$ cat src/rtl/ssd_scan_ctrl_if.sv
// Signal bundle between the display scan controller, the timekeeping counters,
// the shared BCD-to-segment decoder and the board pins.
interface ssd_scan_ctrl_if #(
    parameter int NUM_DIGITS = 4
);
    logic                      en;
    logic [4*NUM_DIGITS-1:0]   digits;
    logic [NUM_DIGITS-1:0]     dp;
    logic [NUM_DIGITS-1:0]     blank;
    logic [3:0]                bcd;
    logic [7:0]                ssd_raw;
    logic [7:0]                seg;
    logic [NUM_DIGITS-1:0]     an;
    logic                      frame_start;

    modport master (
        output en, digits, dp, blank, ssd_raw,
        input  bcd, seg, an, frame_start
    );

    modport slave (
        input  en, digits, dp, blank, ssd_raw,
        output bcd, seg, an, frame_start
    );
endinterface

$ cat src/rtl/ssd_scan_ctrl.sv
// Time-multiplexed seven-segment scan controller: one digit per slot, with a
// leading blanking interval so the shared decoder settles before the anode turns on.
//
// state | meaning
// IDLE  | display dark, waiting for en
// SCAN  | cycling through digit slots
module ssd_scan_ctrl #(
    parameter int NUM_DIGITS   = 4,
    parameter int REFRESH_DIV  = 1000,
    parameter int BLANK_CYCLES = 2
) (
    input  logic            clk,
    input  logic            rst_n,
    ssd_scan_ctrl_if.slave  bus
);
    localparam int CNT_W = $clog2(REFRESH_DIV);
    localparam int IDX_W = $clog2(NUM_DIGITS);

    typedef enum logic {IDLE, SCAN} state_t;

    state_t                          state_q, state_d;
    logic [CNT_W-1:0]                cnt_q, cnt_d;
    logic [IDX_W-1:0]                idx_q, idx_d, idx_next;
    logic [3:0]                      bcd_q, bcd_d;
    logic [7:0]                      seg_q, seg_d;
    logic [NUM_DIGITS-1:0]           an_q, an_d;
    logic                            frame_start_q, frame_start_d;
    logic [NUM_DIGITS-1:0][3:0]      snap_digit_q, snap_digit_d;
    logic [NUM_DIGITS-1:0]           snap_dp_q, snap_dp_d;
    logic [NUM_DIGITS-1:0]           snap_blank_q, snap_blank_d;
    logic                            start_frame;

    always_comb begin
        state_d       = state_q;
        cnt_d         = cnt_q;
        idx_d         = idx_q;
        bcd_d         = bcd_q;
        seg_d         = seg_q;
        an_d          = '1;
        frame_start_d = 1'b0;
        snap_digit_d  = snap_digit_q;
        snap_dp_d     = snap_dp_q;
        snap_blank_d  = snap_blank_q;
        start_frame   = 1'b0;
        idx_next      = (idx_q == IDX_W'(NUM_DIGITS - 1)) ? '0 : idx_q + 1'b1;

        case (state_q)
            IDLE: begin
                seg_d = 8'hFF;
                cnt_d = '0;
                idx_d = '0;
                if (bus.en) begin
                    state_d     = SCAN;
                    start_frame = 1'b1;
                end
            end
            SCAN: begin
                if (!bus.en) begin
                    state_d = IDLE;
                    cnt_d   = '0;
                    idx_d   = '0;
                    seg_d   = 8'hFF;
                end else begin
                    // ssd_raw reflects bcd_q, which belongs to the current idx
                    seg_d = {~snap_dp_q[idx_q], bus.ssd_raw[6:0]};
                    if (cnt_q == CNT_W'(REFRESH_DIV - 1)) begin
                        cnt_d = '0;
                        idx_d = idx_next;
                        if (idx_next == '0) start_frame = 1'b1;
                        else                bcd_d = snap_digit_q[idx_next];
                    end else begin
                        cnt_d = cnt_q + 1'b1;
                    end
                end
            end
            default: state_d = IDLE;
        endcase

        // Slot 0 takes the live digit since the snapshot is loading on the same edge
        if (start_frame) begin
            cnt_d         = '0;
            idx_d         = '0;
            snap_digit_d  = bus.digits;
            snap_dp_d     = bus.dp;
            snap_blank_d  = bus.blank;
            bcd_d         = bus.digits[3:0];
            frame_start_d = 1'b1;
        end

        if (state_d == SCAN && cnt_d >= CNT_W'(BLANK_CYCLES) && !snap_blank_d[idx_d])
            an_d[idx_d] = 1'b0;
    end

    always_ff @(posedge clk or negedge rst_n) begin
        if (!rst_n) begin
            state_q       <= IDLE;
            cnt_q         <= '0;
            idx_q         <= '0;
            bcd_q         <= 4'h0;
            seg_q         <= 8'hFF;
            an_q          <= '1;
            frame_start_q <= 1'b0;
            snap_digit_q  <= '0;
            snap_dp_q     <= '0;
            snap_blank_q  <= '0;
        end else begin
            state_q       <= state_d;
            cnt_q         <= cnt_d;
            idx_q         <= idx_d;
            bcd_q         <= bcd_d;
            seg_q         <= seg_d;
            an_q          <= an_d;
            frame_start_q <= frame_start_d;
            snap_digit_q  <= snap_digit_d;
            snap_dp_q     <= snap_dp_d;
            snap_blank_q  <= snap_blank_d;
        end
    end

    assign bus.bcd         = bcd_q;
    assign bus.seg         = seg_q;
    assign bus.an          = an_q;
    assign bus.frame_start = frame_start_q;
endmodule

$ cat src/flat_wrapper.sv
// flat-port wrapper written by rule: the top's interface ports become plain ports
module ssd_scan_ctrl_flat 
#(
    parameter int NUM_DIGITS   = 4,
    parameter int REFRESH_DIV  = 1000,
    parameter int BLANK_CYCLES = 2
)
  (clk, rst_n, bus_en, bus_digits, bus_dp, bus_blank, bus_ssd_raw, bus_bcd, bus_seg, bus_an, bus_frame_start);
  ssd_scan_ctrl_if #(.NUM_DIGITS(NUM_DIGITS)) bus_i ();
  input  logic clk;
  input  logic rst_n;
  input wire logic [$bits(bus_i.en)-1:0] bus_en;
  input wire logic [$bits(bus_i.digits)-1:0] bus_digits;
  input wire logic [$bits(bus_i.dp)-1:0] bus_dp;
  input wire logic [$bits(bus_i.blank)-1:0] bus_blank;
  input wire logic [$bits(bus_i.ssd_raw)-1:0] bus_ssd_raw;
  output wire logic [$bits(bus_i.bcd)-1:0] bus_bcd;
  output wire logic [$bits(bus_i.seg)-1:0] bus_seg;
  output wire logic [$bits(bus_i.an)-1:0] bus_an;
  output wire logic [$bits(bus_i.frame_start)-1:0] bus_frame_start;
  assign bus_i.en = bus_en;
  assign bus_i.digits = bus_digits;
  assign bus_i.dp = bus_dp;
  assign bus_i.blank = bus_blank;
  assign bus_i.ssd_raw = bus_ssd_raw;
  assign bus_bcd = bus_i.bcd;
  assign bus_seg = bus_i.seg;
  assign bus_an = bus_i.an;
  assign bus_frame_start = bus_i.frame_start;
  ssd_scan_ctrl #(.NUM_DIGITS(NUM_DIGITS), .REFRESH_DIV(REFRESH_DIV), .BLANK_CYCLES(BLANK_CYCLES)) u_core (.clk(clk), .rst_n(rst_n), .bus(bus_i));
endmodule
$ cat config.mk
export PLATFORM = sky130hd
export DESIGN_NAME = ssd_scan_ctrl_flat
export DESIGN_NICKNAME = d
export VERILOG_FILES = /design/src/rtl/ssd_scan_ctrl_if.sv /design/src/rtl/ssd_scan_ctrl.sv /design/src/flat_wrapper.sv
export SDC_FILE = /design/constraint.sdc
export NUM_CORES = 1
export LEC_CHECK = 0
export CORE_MARGIN = 2
export CORE_UTILIZATION = 53
export CTS_BUF_LIST = sky130_fd_sc_hd__clkbuf_4 sky130_fd_sc_hd__clkbuf_8
export DETAILED_ROUTE_END_ITERATION = 8
export PLACE_DENSITY_LB_ADDON = 0.25
export SLEW_MARGIN = 20
export SYNTH_ARGS = -nofsm -noshare
export SYNTH_HDL_FRONTEND = slang
export SYNTH_SLANG_ARGS = --single-unit
$ cat constraint.sdc
create_clock -name clk -period 2.65 [get_ports clk]
set_clock_uncertainty 0.05 [all_clocks]
set_input_delay 0.795 -clock clk [delete_from_list [all_inputs] [get_ports clk]]
set_output_delay 0.795 -clock clk [all_outputs]
set_load 0.01 [all_outputs]
==> reports/metrics.cfg, run 1 <==
[floorplan]
core-area_sq_um=4690
ios=52
initial_core_util_pct=54.7
die-area_sq_um=5410
die_w_um=73.6
rows=25
die_h_um=73.6

[layout]
multi_input_area_sq_um=1100
diodes=0
syn_to_final_growth_pct=24.9
drive_above_1_share_pct=16.1
fillers=390
nNetsFinal=341
fin_area_sq_um=3200
ff_latch_area_sq_um=1370

[clock_tree]
cts.reportedPaths.clkPinSlew_ns=0.09
numCtsBuffers=5
post_cts_buffers=0
clock_sinks=54
cts.repair.resized=0
clock_path_buffers=2
cts_hold_buffers=0
insertion_delay_ns=0.30
clockRootBuffer=clkbuf_8
cts_max_level=2
cts_tree=done

[routing]
vias=1912
ant_nets=0
viasPerCell=5.34
drt_iter0_markers=62
wl_per_cell_um=14.3
drt-total-wl_mm=5.11
route.detailed.drc=0
drtPass1Iterations=4

[logic_synthesis]
synth-simple-area-share_pct=26.1
ys.flop_type=dfrtp_1
seq_area_frac_synth_pct=53.3
synth_enable_flop_cells=0
synth_compound_area_share_pct=6.78
synth_top_family_by_area=simple AND/OR/NAND/NOR gates
syn_inst=250
synth.area.mux_share_pct=5.76
synth_cell_type_count=50
synth_xor_area_share_pct=2.73
yosysWarnings=0
synth_area_sq_um=2560
postSynth.asyncResetShare_pct=100
syn_nets=288
ys_ff_latch=54
synthAdderAreaFrac_pct=1.46
avgSynthCellArea_sq_um=10.3

[critical_path]
startpoint_type=flop
rr_startpoint=u_core.cnt_q[0]
cp-end-kind=flop
cp_max_fo=15
startpoint=u_core.cnt_q[0]
regToRegSetupSlack_ns=0.33
arrival_ns=2.49
cp.required_ns=2.82
criticalPathCategory=reg2reg

[global_routing]
grt_util_all_layers_pct=21.1
grt_pass1_vias=1915
grt_pass1_wl_mm=8.75
grt_max_degree=30
gr-total-overflow=0
antenna_found_initial=0

[timing]
fin_tns_setup_ns=0
fin_crit_sh_pct=87.6
clock.fmax_mhz=431
tightestPinTransition_ns=0.603
setup_viol=0
period_needed_ns=2.32
max-slew-margin-rel_pct=59.8
hold_viol_final=0
rsz0062_at_grt=no
drv_slew=0

[pwr]
power_leakage_nw=1.43
ir_drop_mv=0.359
powerDensity_nw_per_um2=508

[placed_design]
placed_area_sq_um=3110
port_buffers=50
detailedPlacementHpwl_mm=3.71
gp_congestion=0.815

[flow_run]
cap_violations=0

[min_path]
hold_path.class=reg2reg
holdCritStartpoint=u_core.cnt_q[0]

[outcome]
status=completed

[routing by layer]
metal | part of all wire [%] | vias up | GRT usage (%) | routed length, um
met2 | 50 | 47 | 34.2 | 2550
met1 | 45 | 925 | 28.2 | 2280
met5 | 0 | - | 0 | 0
met3 | 4.2 | 5 | 4.12 | 215
li1 | - | 935 | - | -
met4 | 1.3 | 0 | 7.68 | 65
[where the power goes]
part | internal [mW] | switching (mW) | total [mW]
Clock | 0.208 | 0.258 | 0.466
Combinational | 0.131 | 0.103 | 0.234
Sequential | 0.891 | 0.0346 | 0.926
Total | 1.23 | 0.395 | 1.63
[per-stage QoR]
| step | std cells | power, mW | hold slack, ns | utilization (%) | setup slack [ns] |
|---|---|---|---|---|---|
| 5_1_grt | 358 | 1.71 | 0.432 | 68.3 | 0.174 |
| 3_5_place_dp | 350 | 1.18 | 0.398 | 66.3 | 0.0649 |
| 3_3_place_gp | 350 | 1.17 | 0.389 | 66.3 | 0.105 |
| 4_1_cts | 358 | 1.65 | 0.410 | 68.3 | 0.339 |
| 6_report | 358 | 1.63 | 0.407 | 68.3 | 0.330 |
| 2_1_floorplan | 250 | 1.04 | 0.375 | - | 0.605 |
[cells in the mapped netlist (all sizes together) (2+ instances only)]
cell type  count  share of area [%]
clkbuf         7                1.4
dfrtp         42                 41
nand2         83                 12
dfstp         12                 12
a31oi          4               0.98
and2           4                1.1
nand3          4                1.3
inv            3               0.44
buf            5                2.0
or4            3               0.88
nand2b         9                2.2
mux2i          2               0.78
a22oi          2               0.59
a21oi          2               0.39
nor2          24                4.0
nor4           3               0.98
and3           5                1.6
o21ai          3                1.0
xnor2          7                2.4
mux4           5                4.4
ha             3                1.5
[cells by family (layout without fill, tap and decap cells)]
| kind of cell | count (synthesis) | after routing |
|---|---|---|
| AND/OR/NAND/NOR | 141 | 141 |
| flip-flops | 54 | 54 |
| AO/OA/AOI/OAI | 21 | 21 |
| buffers and inverters | 15 | 69 |
| XOR/XNOR | 8 | 8 |
| multiplexers | 8 | 8 |
| adder cells (fa/ha/maj) | 3 | 3 |
[state kept, by name, indices dropped and copies added, names as in the netlist]
name / cells
u_core.snap_digit_q: 16
u_core.bus.seg: 8
u_core.bus.bcd: 4
u_core.bus.an: 4
u_core.idx_q: 2
u_core.cnt_q: 10
u_core.bus.frame_start: 1
u_core.snap_dp_q: 4
u_core.state_q: 1
u_core.snap_blank_q: 4
[layout by cell type (no fill, tap or decap), drive strengths merged, types with 2 or more instances in the layout]
| cell | netlist | final |
|---|---|---|
| mux4 | 5 | 5 |
| nand2 | 83 | 83 |
| a21oi | 2 | 2 |
| and2 | 4 | 4 |
| nor4 | 3 | 3 |
| and3 | 5 | 5 |
| clkdlybuf4s50 | 0 | 49 |
| inv | 3 | 3 |
| dfstp | 12 | 12 |
| buf | 5 | 9 |
| a22oi | 2 | 2 |
| a31oi | 4 | 4 |
| nand2b | 9 | 9 |
| dfrtp | 42 | 42 |
| ha | 3 | 3 |
| xnor2 | 7 | 7 |
| nand3 | 4 | 4 |
| or4 | 3 | 3 |
| mux2i | 2 | 2 |
| clkbuf | 7 | 7 |
| nor2 | 24 | 24 |
| o21ai | 3 | 3 |
[worst max-delay path: stages (launching register included)]
cell      delay, ns
dfrtp_1        0.38
ha_1           0.27
and4bb_4       0.30
nand3_4        0.19
nor2_2         0.18
a22oi_1        0.10
or3_1          0.37
or4_1          0.40
[final cells by class]
| type | count | area share, % |
|---|---|---|
| flip-flops and latches | 54 | 42.7 |
| inverters | 3 | 0.352 |
| well taps | 54 | 2.11 |
| multi-input cells | 181 | 34.3 |
| clock buffers | 7 | 2.62 |
| clock inverters | 1 | 0.234 |
| repair buffers | 58 | 17.7 |
[worst paths after layout]
| kind | to | depth (start not counted) |
|---|---|---|
| max | u_core.bus.an[3] | 7 |
| min | u_core.cnt_q[0] | 1 |
| max reg2reg | u_core.bus.an[3] | 7 |
| min reg2reg | u_core.cnt_q[0] | 1 |
| max in group asynchronous | u_core.bus.bcd[3] | 2 |
| min in group asynchronous | u_core.cnt_q[3] | 1 |
Note: power is estimated with default switching activity, not from simulation.
==> run 2: changes to the inputs <==
--- a/config.mk
+++ b/config.mk
@@ -5,6 +5,7 @@
 export SDC_FILE = /design/constraint.sdc
 export NUM_CORES = 1
 export LEC_CHECK = 0
+export ABC_CLOCK_PERIOD_IN_PS = 2650
 export CORE_MARGIN = 2
 export CORE_UTILIZATION = 53
 export CTS_BUF_LIST = sky130_fd_sc_hd__clkbuf_4 sky130_fd_sc_hd__clkbuf_8
==> results of run 2 <==
Same layout as run 1: the final DEF is identical, and so are final timing and power.
==> run 3: changes to the inputs <==
--- a/config.mk
+++ b/config.mk
@@ -11,6 +11,7 @@
 export CTS_BUF_LIST = sky130_fd_sc_hd__clkbuf_4 sky130_fd_sc_hd__clkbuf_8
 export DETAILED_ROUTE_END_ITERATION = 8
 export PLACE_DENSITY_LB_ADDON = 0.25
+export SKIP_LAST_GASP = 1
 export SLEW_MARGIN = 20
 export SYNTH_ARGS = -nofsm -noshare
 export SYNTH_HDL_FRONTEND = slang
==> results of run 3 <==
Same layout as run 1: the final DEF is identical, and so are final timing and power.
